==> config.mk <==
export PLATFORM = sky130hd
export DESIGN_NAME = ieee80211_conv_punct
export DESIGN_NICKNAME = d
export VERILOG_FILES = /design/src/rtl/ieee80211_conv_punct.sv
export SDC_FILE = /design/constraint.sdc
export NUM_CORES = 1
export LEC_CHECK = 0
export ABC_AREA = 0
export BUFFER_PORTS_ARGS = -buffer_cell sky130_fd_sc_hd__buf_2
export CAP_MARGIN = 10
export CORE_UTILIZATION = 30
export CTS_CLUSTER_SIZE = 10
export DETAILED_ROUTE_END_ITERATION = 12
export GPL_ROUTABILITY_DRIVEN = 0
export HOLD_SLACK_MARGIN = 0.15
export SETUP_SLACK_MARGIN = 0.1
export SLEW_MARGIN = 0
export SYNTH_ARGS = -nofsm -noshare
export SYNTH_HDL_FRONTEND = slang
export SYNTH_SLANG_ARGS = --single-unit
export TNS_END_PERCENT = 1
==> constraint.sdc <==
create_clock -name aclk -period 1.49 [get_ports aclk]
set_input_delay 0.149 -clock aclk [delete_from_list [all_inputs] [get_ports aclk]]
set_output_delay 0.149 -clock aclk [all_outputs]
set_load 0.02 [all_outputs]
==> src/rtl/ieee80211_conv_punct.sv <==
// 802.11 OFDM K=7 convolutional encoder (133o/171o) with per-frame puncturing to 1/2, 2/3 or 3/4.
// WIDTH input bits are encoded per AXI-Stream beat into a single registered output stage.
module ieee80211_conv_punct #(
   parameter  int WIDTH = 24,
   localparam int CNT_W = $clog2(2*WIDTH+1)
) (
   input  logic                 aclk,
   input  logic                 areset,
   input  logic [WIDTH-1:0]     s_axis_tdata,
   input  logic                 s_axis_tvalid,
   output logic                 s_axis_tready,
   input  logic                 s_axis_tlast,
   input  logic [3:0]           s_axis_tuser,
   output logic [2*WIDTH-1:0]   m_axis_tdata,
   output logic                 m_axis_tvalid,
   input  logic                 m_axis_tready,
   output logic                 m_axis_tlast,
   output logic [3:0]           m_axis_tuser,
   output logic [CNT_W-1:0]     m_axis_tbits
);

   generate
      if (WIDTH % 6 != 0) begin : g_width_chk
         $error("ieee80211_conv_punct: WIDTH must be a multiple of 6");
      end
   endgenerate

   typedef enum logic {S_IDLE = 1'b0, S_FRAME = 1'b1} state_t;

   localparam logic [1:0] R12 = 2'd0;
   localparam logic [1:0] R23 = 2'd1;
   localparam logic [1:0] R34 = 2'd2;

   localparam logic [CNT_W-1:0] BITS12 = CNT_W'(2*WIDTH);
   localparam logic [CNT_W-1:0] BITS23 = CNT_W'(3*WIDTH/2);
   localparam logic [CNT_W-1:0] BITS34 = CNT_W'(4*WIDTH/3);

   function automatic logic [1:0] rate_decode(input logic [3:0] code);
      case (code)
         4'b1101, 4'b0101, 4'b1001:          rate_decode = R12;
         4'b0001:                            rate_decode = R23;
         4'b1111, 4'b0111, 4'b1011, 4'b0011: rate_decode = R34;
         default:                            rate_decode = R12;
      endcase
   endfunction

   state_t               state_q, state_d;
   logic [5:0]           enc_q, enc_d;
   logic [3:0]           code_q, code_d;
   logic                 out_valid_q, out_valid_d;
   logic                 out_last_q, out_last_d;
   logic [2*WIDTH-1:0]   out_data_q, out_data_d;
   logic [3:0]           out_user_q, out_user_d;
   logic [CNT_W-1:0]     out_bits_q, out_bits_d;

   logic                 accept;
   logic [3:0]           beat_code;
   logic [1:0]           beat_rate;

   // st[i][0] is d1 (previous bit) ... st[i][5] is d6, before input bit i
   logic [5:0]           st [0:WIDTH];
   logic [WIDTH-1:0]     enc_a, enc_b;
   logic [2*WIDTH-1:0]   pack12, pack23, pack34;

   assign st[0] = enc_q;

   generate
      for (genvar gi = 0; gi < WIDTH; gi++) begin : g_enc
         assign enc_a[gi]  = s_axis_tdata[gi] ^ st[gi][1] ^ st[gi][2] ^ st[gi][4] ^ st[gi][5];
         assign enc_b[gi]  = s_axis_tdata[gi] ^ st[gi][0] ^ st[gi][1] ^ st[gi][2] ^ st[gi][5];
         assign st[gi+1]   = {st[gi][4:0], s_axis_tdata[gi]};
         assign pack12[2*gi]   = enc_a[gi];
         assign pack12[2*gi+1] = enc_b[gi];
      end
      for (genvar gi = 0; gi < WIDTH/2; gi++) begin : g_p23
         assign pack23[3*gi]   = enc_a[2*gi];
         assign pack23[3*gi+1] = enc_b[2*gi];
         assign pack23[3*gi+2] = enc_a[2*gi+1];
      end
      for (genvar gi = 0; gi < WIDTH/3; gi++) begin : g_p34
         assign pack34[4*gi]   = enc_a[3*gi];
         assign pack34[4*gi+1] = enc_b[3*gi];
         assign pack34[4*gi+2] = enc_a[3*gi+1];
         assign pack34[4*gi+3] = enc_b[3*gi+2];
      end
   endgenerate

   assign pack23[2*WIDTH-1:3*WIDTH/2] = '0;
   assign pack34[2*WIDTH-1:4*WIDTH/3] = '0;

   assign s_axis_tready = !out_valid_q | m_axis_tready;
   assign accept        = s_axis_tvalid & s_axis_tready;

   always_ff @(posedge aclk) begin
      if (areset) begin
         state_q     <= S_IDLE;
         enc_q       <= '0;
         code_q      <= '0;
         out_valid_q <= 1'b0;
         out_last_q  <= 1'b0;
         out_data_q  <= '0;
         out_user_q  <= '0;
         out_bits_q  <= '0;
      end else begin
         state_q     <= state_d;
         enc_q       <= enc_d;
         code_q      <= code_d;
         out_valid_q <= out_valid_d;
         out_last_q  <= out_last_d;
         out_data_q  <= out_data_d;
         out_user_q  <= out_user_d;
         out_bits_q  <= out_bits_d;
      end
   end

   always_comb begin
      state_d = state_q;
      case (state_q)
         S_IDLE:  if (accept && !s_axis_tlast) state_d = S_FRAME;
         S_FRAME: if (accept && s_axis_tlast)  state_d = S_IDLE;
         default: state_d = S_IDLE;
      endcase
   end

   always_comb begin
      beat_code   = (state_q == S_IDLE) ? s_axis_tuser : code_q;
      beat_rate   = rate_decode(beat_code);
      code_d      = code_q;
      enc_d       = enc_q;
      out_valid_d = out_valid_q;
      out_last_d  = out_last_q;
      out_data_d  = out_data_q;
      out_user_d  = out_user_q;
      out_bits_d  = out_bits_q;
      if (accept) begin
         if (state_q == S_IDLE) code_d = s_axis_tuser;
         enc_d       = s_axis_tlast ? 6'd0 : st[WIDTH];
         out_valid_d = 1'b1;
         out_last_d  = s_axis_tlast;
         out_user_d  = beat_code;
         case (beat_rate)
            R23:     begin out_data_d = pack23; out_bits_d = BITS23; end
            R34:     begin out_data_d = pack34; out_bits_d = BITS34; end
            default: begin out_data_d = pack12; out_bits_d = BITS12; end
         endcase
      end else if (m_axis_tready) begin
         out_valid_d = 1'b0;
      end
   end

   assign m_axis_tvalid = out_valid_q;
   assign m_axis_tlast  = out_last_q;
   assign m_axis_tdata  = out_data_q;
   assign m_axis_tuser  = out_user_q;
   assign m_axis_tbits  = out_bits_q;

endmodule

# Yosys cells after proc, flatten, opt, wreduce, memory -nomap -nowiden
# Memories as Yosys holds them, arrays and structs flattened.
# Cells that the tools add are included.
# op_classes
n_eq_ne	2
bitwise_logic	195
reduce_logical	5
muxes	9
# ops
operator	count
XOR 1 bit	192
case mux 48 bit (2 select lines)	1
case mux 5 bit (2 select lines)	1
two-way mux 6 bit	1
two-way mux 1 bit	4
two-way mux 4 bit	1
== test 2 x 1 -> 1 bit (second input constant)	1
== test 2 bit (second input constant)	1
logical AND 1 bit	2
zero test 1 bit	2
case mux 1 bit (2 select lines)	1
nonzero test 2 bit	1
bitwise AND 1 bit	1
inverter 1 bit	1
bitwise OR 1 bit	1
# totals
input_bits	33
romBits	32
elab_cells	219
memories	1
register_bits	67
# mem_list
name	depth	word_bits	rd	rd_ports_with_merged_regs	write_ports	line_no	source
(no name shown)	16	2	1	0	0	39	case (code)

# Longest topological paths before layout
# Gate-level depths: netlist of run 1.
# depth
depth_word	6
depth_mapped	7

# Worst setup path before layout of run 1
# No wires, ideal clock.
# synth_path
path_kind	register to register
startpoint	register out_valid_q, in the netlist m_axis_tvalid
endpoint	register out_data_q[10], in the netlist m_axis_tdata[10]
n_path_buf	2
setup_time_ps	133
path_slack_ps	-239
arrival_ps	1596
path_stages_with_launch	8
t_required_ps	1357
cell_sequence	dfxtp_1 -> nand2b_1 -> and2_1 -> clkbuf_1 -> clkbuf_1 -> o21ai_0 -> a211oi_2 -> nor3_2
# synth_between
elab_chain_len	3
# synth_rtl
element	line_no	source
from (decl)	50	logic out_valid_q, out_valid_d;
from (signal assigned)	108	out_valid_q <= out_valid_d;
zero test 1 bit	91	assign s_axis_tready = !out_valid_q | m_axis_tready;
bitwise OR 1 bit	91	
net s_axis_tready	11	output logic s_axis_tready,
bitwise AND 1 bit	92	assign accept = s_axis_tvalid & s_axis_tready;
to (signal assigned)	110	out_data_q <= out_data_d;
to (decl)	52	logic [2*WIDTH-1:0] out_data_q, out_data_d;
# The timed path passes the listed nets, and every way through them passes these cells.
# A chain may end at the register's enable or synchronous reset.

==> metrics.yaml, run 1 <==
cells_and_area:
  area_delta_synth_final_pct: 48.6
  final_design_area_no_fill_um2: 6150
  multi_input_area_um2: 2860
  seq_area_um2: 1290
  final_common_cell: "buf_4"
  fillers: 1321
  final_cells: 825
  final_cell_mix: "buf_4, buf_2, nor2_1"
  insertedDiodeCount: 0
  drive_gt1_share_pct: 43.0
  fin_nets: 678
sta:
  final-hold-violation-count: 0
  min_period_over_period_pct: 108
  fmax_mhz: 619
  slew_viol_final: 0
  setup_violations: 36
  min_period_ns: 1.61
  finClkSkew_ns: 0.00757
  finalSetupTns_ns: -1.75
  worst_slack_ns: -0.125
  rsz0062_at_grt: "yes"
clock_tree:
  clock-sinks: 64
  clkTransAtPathRegs_ns: 0.05
  clk_path_buf_depth: 2
  htreeDepth: 3
  root_buffer: "clkbuf_16"
  cts_inserted_buffers: 9
  cts_tree: "yes"
  clk_latency_ns: 0.35
drt:
  vias_per_cell: 4.86
  post_drt_wl_per_cell_um: 16.1
  drt-initial-drc-count: 303
  via_count: 4013
  ant_nets: 0
  drt_wl_total_um: 13300
  route.detailed.drc: 0
  dr.pass1.iters: 5
global_route:
  grt_antenna_before_repair: 0
  grt_pass1_wl_um: 21200
  grt_usage_pct: 19.4
  grt_pass1_vias: 4033
  overflow: 0
  grt_max_degree: 65
logic_synthesis:
  synth_top_family_by_area: "XOR/XNOR gates"
  async_reset_ff_share_pct: 0
  synth.cell_area_um2: 4140
  synth-seq-area-share_pct: 31.0
  synth_xor_area_share_pct: 29.8
  synth_cell_types: 47
  yosysWarningCount: 0
  synthAdderAreaFrac_pct: 0
  ys.flop_type: "dfxtp_1"
  synth-simple-area-share_pct: 14.6
  synthMuxAreaShare_pct: 0
  syn_inst: 468
  synth_compound_area_share_pct: 18.1
  postSynthAreaPerCell_um2: 8.84
  ys_seq_elements: 64
  synth_edf_count: 0
min_path:
  hp-class: "in -> reg"
power_and_ir_drop:
  p_leak_nw: 2.75
  p_sw_share_pct: 33.2
  power.clock.fraction_pct: 31.6
  vdd_ir_drop_max_mv: 0.571
  p_per_area_nw_per_um2: 1090
  p_comb_share_pct: 38.8
  power.switching_mw: 2.22
  design_power_total_mw: 6.69
  seqPwrFrac_pct: 29.6
  p_int_mw: 4.47
floorplan:
  boundaryPins: 94
  die_w_um: 119
  fp.dieH_um: 119
  rows: 42
  coreArea_um2: 13300
  start_util_pct: 31.0
  die_area_um2: 14300
critical_path:
  arrival_ns: 1.88
  worst-path-max-fanout: 8
  crit_type: "reg -> reg"
  critPathCaptureType: "flip-flop"
  crit_required_ns: 1.76
  critPathLaunchType: "flip-flop"
status:
  status: "finished, violations left"
  violations: "negative setup slack"
place:
  place_hpwl_um: 9870
  portBuffers: 90
  placed_cells: 796
  pre_cts_ws_ns: -0.295
  dpl_cell_area_um2: 5520
flow_run:
  cap_violations: 0
-- area by class of cell --
class,count,area share [%]
flip-flops and latches,64,21.1
clock inverters,3,0.692
repair buffers,214,23.9
clock buffers,12,4.01
well taps,176,3.58
inverters,3,0.183
multi-input cells,353,46.6
-- worst max-delay path: stages, from the launching register on --
cell      delay, ns
dfxtp_4        0.40
nor2b_4        0.06
a32o_2         0.25
buf_4          0.14
nor2_4         0.24
a221oi_1       0.13
buf_4          0.17
nor3_1         0.14
-- registers in the layout, indices dropped and copies added (netlist names), named ones only --
name	cells
enc_q	6
m_axis_tbits	3
m_axis_tdata	48
m_axis_tlast	1
m_axis_tuser	4
m_axis_tvalid	1
-- logic make-up (layout without fill, tap and decap cells) --
group | Yosys count | after routing
AOI/OAI and AO/OA | 107 | 107
xor gates and xnor gates | 108 | 108
buffers and inverters | 54 | 232
DFF | 64 | 64
and+or+nand+nor | 134 | 135
other | 1 | 3
-- power by group through the flow --
stage               Clock [mW]  Sequential [mW]  Combinational [mW]
floorplan                    0             2.18                1.35
global placement             0             2.01                2.42
detailed placement           0             2.01                2.44
CTS                       2.15             1.98                2.57
global route              2.23             2.00                2.79
finish                    2.12             1.98                2.59
-- cell usage after synthesis, drive strengths merged (4+ instances only) --
cell / n / area (um2)
nand3: 6 / 30.0
nand2: 26 / 97.6
a221oi: 6 / 58.8
xor2: 21 / 199
a211oi: 19 / 158
nor3: 23 / 130
dfxtp: 64 / 1280
o21ai: 16 / 80.1
buf: 29 / 170
xnor3: 16 / 360
nand3b: 5 / 37.5
clkbuf: 22 / 83.8
o22a: 4 / 35.0
nor2: 68 / 258
o22ai: 8 / 56.3
a22oi: 5 / 37.5
a2bb2oi: 4 / 35.0
xnor2: 68 / 603
o21a: 7 / 52.6
a21oi: 27 / 135
-- repair_timing --
action / in CTS / in global routing
endpoints found under the hold margin: 6 / 0
resized for setup: 39 / 11
endpoints found under the setup margin: 55 / 58
cloned: 1 / 0
pin swaps: 17 / 11
hold buffers: 6 / 0
setup buffers: 6 / 1
-- final timing paths --
path               startpoint               end  slack, ns  depth (start not counted)
min reg2reg  m_axis_tdata[43]  m_axis_tdata[43]       0.45                          2
max                 flip-flop   m_axis_tdata[3]      -0.12                          7
min             m_axis_tready     m_axis_tvalid       0.19                          4
max reg2reg         flip-flop   m_axis_tdata[3]      -0.12                          7
-- metal layers --
layer,vias to the layer above,GRT usage (%),wire [um]
li1,1960,-,-
met1,1912,25.2,6060
met2,115,31.0,6200
met3,26,5.32,722
met4,0,5.86,270
met5,-,0,0
-- per-stage QoR --
step                hold slack (ns)  util (%)
floorplan                     0.278         -
global placement              0.399      41.3
detailed placement            0.411      41.3
CTS                           0.187      45.7
global route                  0.217      46.0
finish                        0.195      46.0
Power figures use the tool's default switching activity.
==> inputs of run 2 (changes only) <==
- ABC_AREA: 0 -> 1
==> run 2 against run 1 <==
Net effect: the flow still finishes with violations (negative setup slack); highest routed layer unchanged; non-clock buffer count shrank 68; via count is 43% higher; setup slack gained 0.089 ns; clock power increased by 26%; critical endpoint is now m_axis_tdata[21]; area after synthesis increased by 22%; die area rose by 21%; maximum frequency increased by 5.8%; combinational power fell by 17%; global-route usage increased by 0.90 points; utilization fell by 5.8 points.
==> metrics.yaml, run 2 <==
status:
  status: "finished, violations left"  # unchanged
  violations: "negative setup slack"  # unchanged
power_and_ir_drop:
  p_per_area_nw_per_um2: 1050  # was 1090 nW/um2
  vdd_ir_drop_max_mv: 0.588  # was 0.571 mV
  p_leak_nw: 3.46  # was 2.75 nW
logic_synthesis:
  postSynthAreaPerCell_um2: 5.66  # was 8.84 um2
  ys_top_cells_by_area: "nand2_1, dfxtp_1, nand3_1"  # was dfxtp_1, xnor2_1, xnor3_1
  synth_cell_types: 28  # was 47
  syn_inst: 888  # was 468
  synth.cell_area_um2: 5020  # was 4140 um2
  ys.flop_type: "dfxtp_1"  # unchanged
  synth-seq-area-share_pct: 25.5  # was 31.0%
  ys_seq_elements: 64  # unchanged
  synth_most_common_cell: "nand2_1"
  synth_top_area_share_pct: 30.4  # was 31.0%
  yosys-top-cells-count: "nand2_1, nand3_1, nor2_1"  # was nor2_1, xnor2_1, dfxtp_1
  async_reset_ff_share_pct: 0  # unchanged
  synth_edf_count: 0  # unchanged
  synth_largest_area_cell: "nand2_1"  # was dfxtp_1
  yosysWarningCount: 0  # unchanged
floorplan:
  fp.dieH_um: 131  # was 119 um
  start_util_pct: 31.2  # was 31.0%
  coreArea_um2: 16100  # was 13300 um2
  die_w_um: 131  # was 119 um
  rows: 46  # was 42
  boundaryPins: 94  # unchanged
  die_area_um2: 17300  # was 14300 um2
cells_and_area:
  final_core_util_pct: 40.2  # was 46.0%
  fillers: 1807  # was 1321
  drive_gt1_share_pct: 21.7  # was 43.0%
  fin_nets: 1029  # was 678
  final_cell_mix: "nand2_1, nand3_1, buf_2"  # was buf_4, buf_2, nor2_1
  largest_reg_flops: 48  # unchanged
  area_delta_synth_final_pct: 28.9  # was 48.6%
  final_common_cell: "nand2_1"  # was buf_4
  insertedDiodeCount: 0  # unchanged
drt:
  route.detailed.drc: 0  # unchanged
  dr.pass1.iters: 5  # unchanged
  drt_wl_total_um: 17300  # was 13300 um
  vias_per_cell: 4.72  # was 4.86
  wl_met1_um: 7890  # was 6060 um
  route.met3.wl_um: 909  # was 722 um
  via_count: 5745  # was 4013
  dr_wl_met2_um: 8120  # was 6200 um
  top_layer_used: "met4"  # unchanged
  ant_nets: 0  # unchanged
  drt-initial-drc-count: 337  # was 303
  post_drt_wl_per_cell_um: 14.2  # was 16.1 um
sta:
  min_period_ns: 1.53  # was 1.61 ns
  setup_violations: 14  # was 36
  finClkSkew_ns: 0.00903  # was 0.00757 ns
  min_period_over_period_pct: 102  # was 108%
  slew_viol_final: 0  # unchanged
  finalSetupTns_ns: -0.200  # was -1.75 ns
  rsz0062_at_grt: "yes"  # unchanged
  fmax_mhz: 655  # was 619 MHz
  worst_slack_ns: -0.0358  # was -0.125 ns
  final-hold-violation-count: 0  # unchanged
min_path:
  hp-class: "in -> reg"  # unchanged
  min_from: "s_axis_tdata[21]"  # was m_axis_tready
  min_path_cells: 3  # was 4
place:
  place_hpwl_um: 13000  # was 9870 um
  portBuffers: 90  # unchanged
  pre_cts_ws_ns: -0.0761  # was -0.295 ns
critical_path:
  crit_type: "reg -> reg"  # unchanged
  rrSetupSlack_ns: -0.04  # was -0.12 ns
  reg2regPathDepth: 9  # was 7
  arrival_ns: 1.81  # was 1.88 ns
  crit_required_ns: 1.77  # was 1.76 ns
  critPathCaptureType: "flip-flop"  # unchanged
  critPathLaunchType: "flip-flop"  # unchanged
  worst-path-max-fanout: 27  # was 8
clock_tree:
  root_buffer: "clkbuf_16"  # unchanged
  cts_inserted_buffers: 9  # unchanged
  post_cts_buffers: 0  # was 6
  clk_path_buf_depth: 2  # unchanged
  clkTransAtPathRegs_ns: 0.06  # was 0.05 ns
  cts_tree: "yes"  # unchanged
  clock-sinks: 64  # unchanged
  htreeDepth: 3  # unchanged
  clk_latency_ns: 0.35  # about the same
global_route:
  grt_pass1_wl_um: 27900  # was 21200 um
  overflow: 0  # unchanged
  grt_max_degree: 52  # was 65
  grt_usage_pct: 20.3  # was 19.4%
  grt_antenna_before_repair: 0  # unchanged
  grt_pass1_vias: 5549  # was 4033
flow_run:
  cap_violations: 0  # unchanged
[run 2: changes by cell type after synthesis, sizes merged, moves of 7 or more]
| cell | before | now |
|---|---|---|
| xnor3 | 16 | 0 |
| o21ai | 16 | 41 |
| inv | 3 | 61 |
| nand2 | 26 | 413 |
| xnor2 | 68 | 16 |
| o22ai | 8 | 0 |
| nand3 | 6 | 108 |
| nor3 | 23 | 0 |
| xor2 | 21 | 13 |
| nor2 | 68 | 76 |
| o21a | 7 | 0 |
| a211oi | 19 | 0 |
[run 2: cell families (layout without fill, tap and decap cells)]
| logic type | count (synthesis) | in the layout | synth area share, % |
|---|---|---|---|
| compound gates | 74 | 74 | 8.17 |
| xor+xnor | 29 | 29 | 5.05 |
| buf+inv | 112 | 223 | 10.6 |
| flops | 64 | 64 | 25.5 |
| other cells | 1 | 3 | 0.0746 |
| simple gates | 608 | 608 | 50.6 |
[run 2: final timing paths]
check                                         to
worst max-delay path            m_axis_tdata[21]
worst max register to register  m_axis_tdata[21]
worst min-delay path                    enc_q[2]
worst min register to register   m_axis_tbits[5]
[run 2: metrics by stage]
stage	area (um2)	hold slack, ns	total power [mW]	cells
after floorplan	5030	0.293	3.38	890
after detailed placement	5910	0.454	4.04	1195
after global placement	5910	0.452	4.04	1195
after CTS	6440	0.161	6.78	1217
final	6480	0.162	6.78	1217
after global routing	6480	0.177	7.14	1217
[run 2: area by class of cell]
class / instances / area (um2) / share of cell area (%)
timing repair buffer: 146 / 963 / 14.9
multi-input combinational: 714 / 3340 / 51.5
clock inverter: 5 / 128 / 1.97
tap: 216 / 270 / 4.17
inverter: 61 / 249 / 3.84
sequential: 64 / 1290 / 19.9
clock buffer: 11 / 243 / 3.75
[run 2: worst max-delay path, stage by stage, from the launching register on]
cell     delay, ns
dfxtp_2       0.33
buf_12        0.14
nand2_1       0.13
nand2_4       0.08
nor2_4        0.19
buf_12        0.22
nand3_1       0.13
nand2_2       0.11
nor2_1        0.05
nor2_1        0.07
[run 2: report_power, final]
group | internal [mW] | switching (mW) | leakage, nW | total, mW
logic | 0.749 | 1.39 | 2.75 | 2.14
clock network | 1.85 | 0.832 | 0.176 | 2.68
registers | 1.87 | 0.0941 | 0.530 | 1.96
[run 2: metal layers]
metal  vias up  global-route usage [%]
met5         -                       0
met4         0                    6.14
met3        24                    3.94
met2       165                    35.1
met1      2563                    25.1
li1       2993                       -
[run 2: timing repair]
| item | in CTS | in global routing |
|---|---|---|
| setup endpoints to repair | 53 | 55 |
| pin swaps | 16 | 8 |
| hold buffers | 6 | 0 |
| gates resized for setup | 31 | 11 |
| endpoints found under the hold margin | 5 | 0 |
==> inputs of run 3 (changes only) <==
- CTS_BUF_LIST: not set -> sky130_fd_sc_hd__clkbuf_8
- RECOVER_POWER: not set -> 100
==> run 3 against run 2 <==
Net effect: the flow still finishes with violations (negative setup slack); sequential power is essentially flat; global-route usage shrank 0.14 points; sequential cell count is the same; sequential share of layout area grew 0.39 points; critical endpoint is now m_axis_tdata[8].
==> metrics.yaml, run 3 (synthesis gave the netlist of run 2 again) <==
cells_and_area:
  area_delta_synth_final_pct: 26.6  # was 28.9%
  largest_reg_flops: 48  # unchanged
  seq_area_um2: 1290  # about the same
  insertedDiodeCount: 0  # unchanged
  drive_gt1_share_pct: 16.9  # was 21.7%
  final_core_util_pct: 39.5  # was 40.2%
  multi_input_area_um2: 3370  # was 3340 um2
  fin_nets: 1031  # was 1029
  final_cells: 1219  # was 1217
  final_cell_mix: "nand2_1, nand3_1, nor2_1"  # was nand2_1, nand3_1, buf_2
  final_common_cell: "nand2_1"  # unchanged
  fillers: 1853  # was 1807
drt:
  vias_per_cell: 4.74  # was 4.72
  ant_nets: 0  # unchanged
  dr.pass1.iters: 5  # unchanged
  drt-initial-drc-count: 326  # was 337
  drt_wl_total_um: 17300  # about the same
  via_count: 5783  # was 5745
  route.detailed.drc: 0  # unchanged
  post_drt_wl_per_cell_um: 14.2  # about the same
floorplan:
  fp.dieH_um: 131  # unchanged
  die_area_um2: 17300  # unchanged
  die_w_um: 131  # unchanged
  boundaryPins: 94  # unchanged
  coreArea_um2: 16100  # unchanged
  start_util_pct: 31.2  # unchanged
  rows: 46  # unchanged
clock_tree:
  root_buffer: "clkbuf_8"  # was clkbuf_16
  clock-sinks: 64  # unchanged
  clkTransAtPathRegs_ns: 0.07  # was 0.06 ns
  clk_path_buf_depth: 2  # unchanged
  post_cts_buffers: 0  # unchanged
  htreeDepth: 3  # unchanged
  cts_inserted_buffers: 9  # unchanged
  clk_latency_ns: 0.36  # was 0.35 ns
  cts_tree: "yes"  # unchanged
sta:
  final-hold-violation-count: 0  # unchanged
  finClkSkew_ns: 0.0147  # was 0.00903 ns
  min_period_over_period_pct: 103  # was 102%
  rsz0062_at_grt: "yes"  # unchanged
  slew_viol_final: 0  # unchanged
  min_period_ns: 1.53  # about the same
  worst_slack_ns: -0.0389  # was -0.0358 ns
  setup_violations: 16  # was 14
  fmax_mhz: 654  # was 655 MHz
  finalSetupTns_ns: -0.292  # was -0.200 ns
status:
  status: "finished, violations left"  # unchanged
  violations: "negative setup slack"  # unchanged
place:
  placed_cells: 1195  # unchanged
  portBuffers: 90  # unchanged
  pre_cts_ws_ns: -0.0761  # unchanged
  place_hpwl_um: 13000  # unchanged
power_and_ir_drop:
  vdd_ir_drop_max_mv: 0.439  # was 0.588 mV
  p_leak_nw: 3.21  # was 3.46 nW
  p_per_area_nw_per_um2: 966  # was 1050 nW/um2
global_route:
  grt_usage_pct: 20.1  # was 20.3%
  overflow: 0  # unchanged
  grt_pass1_vias: 5569  # was 5549
  grt_pass1_wl_um: 27800  # was 27900 um
  grt_antenna_before_repair: 0  # unchanged
  grt_max_degree: 52  # unchanged
critical_path:
  critical_path.top_delay_family: "simple AND/OR/NAND/NOR gates"  # unchanged
  worst-path-max-fanout: 27  # unchanged
  crit_chain: "buf_12 -> clkinv_8 -> nand2_4 -> nand2_4 -> nor2_4 -> buf_12 -> nand3_1 -> nand2_1 -> nand2_1 -> a21oi_1"  # was buf_12 -> nand2_1 -> nand2_4 -> nor2_4 -> buf_12 -> nand3_1 -> nand2_2 -> nor2_1 -> nor2_1
  critPathLaunchType: "flip-flop"  # unchanged
  cp.buffers_inverters: 3  # was 2
  crit_required_ns: 1.78  # was 1.77 ns
  rrSetupSlack_ns: -0.04  # about the same
  critPathCaptureType: "flip-flop"  # unchanged
  arrival_ns: 1.82  # was 1.81 ns
  max_stage_delay_ns: 0.36  # was 0.33 ns
  cp_slowest_cell: "dfxtp_2"  # unchanged
  crit_type: "reg -> reg"  # unchanged
min_path:
  hp-class: "in -> reg"  # unchanged
flow_run:
  cap_violations: 0  # unchanged
-- run 3: routing by layer --
| layer | vias up | wire (um) | global-route usage (%) |
|---|---|---|---|
| met5 | - | 0 | 0 |
| met4 | 0 | 408 | 5.62 |
| met3 | 27 | 792 | 3.63 |
| met2 | 177 | 8060 | 35.2 |
| met1 | 2585 | 8090 | 25.0 |
| li1 | 2994 | - | - |
-- run 3: final cells by class --
| class | instances | share of cell area, % |
|---|---|---|
| Inverter | 61 | 3.97 |
| Tap cell | 216 | 4.25 |
| Sequential cell | 64 | 20.2 |
| Clock buffer | 10 | 2.16 |
| Timing Repair Buffer | 148 | 14.3 |
| Clock inverter | 6 | 2.07 |
| Multi-Input combinational cell | 714 | 53.0 |
-- run 3: where the power goes --
group	switching (mW)	internal (mW)	total, mW
combinational	1.41	0.717	2.12
sequential	0.0987	1.86	1.96
clock	0.741	1.32	2.06
total	2.25	3.90	6.15
-- run 3: worst register-to-register path: stages (launching register included) --
cell and delay [ns]:
dfxtp_2 0.36, buf_12 0.14, clkinv_8 0.07, nand2_4 0.06, nand2_4 0.06, nor2_4 0.21
buf_12 0.23, nand3_1 0.12, nand2_1 0.07, nand2_1 0.05, a21oi_1 0.11
-- run 3: repair_timing --
item	in CTS	in global routing
hold buffers	8	0
hold endpoints to repair	8	0
pin swaps	12	9
gates resized for setup	29	28
endpoints found under the setup margin	53	55
-- run 3: worst paths after layout --
check / start / end / depth (start not counted)
setup reg to reg: flip-flop / m_axis_tdata[8] / 10
hold / removal: s_axis_tuser[3] / m_axis_tuser[3] / 5
hold reg to reg: m_axis_tdata[46] / m_axis_tdata[46] / 2
setup / recovery: flip-flop / m_axis_tdata[8] / 10
-- run 3: stage by stage --
step           power, mW  area, um2  hold WS, ns
6_report            6.15       6360        0.164
5_1_grt             6.50       6360        0.163
4_1_cts             6.17       6360        0.156
3_5_place_dp        4.04       5910        0.454
3_3_place_gp        4.04       5910        0.452
2_1_floorplan       3.38       5030        0.293
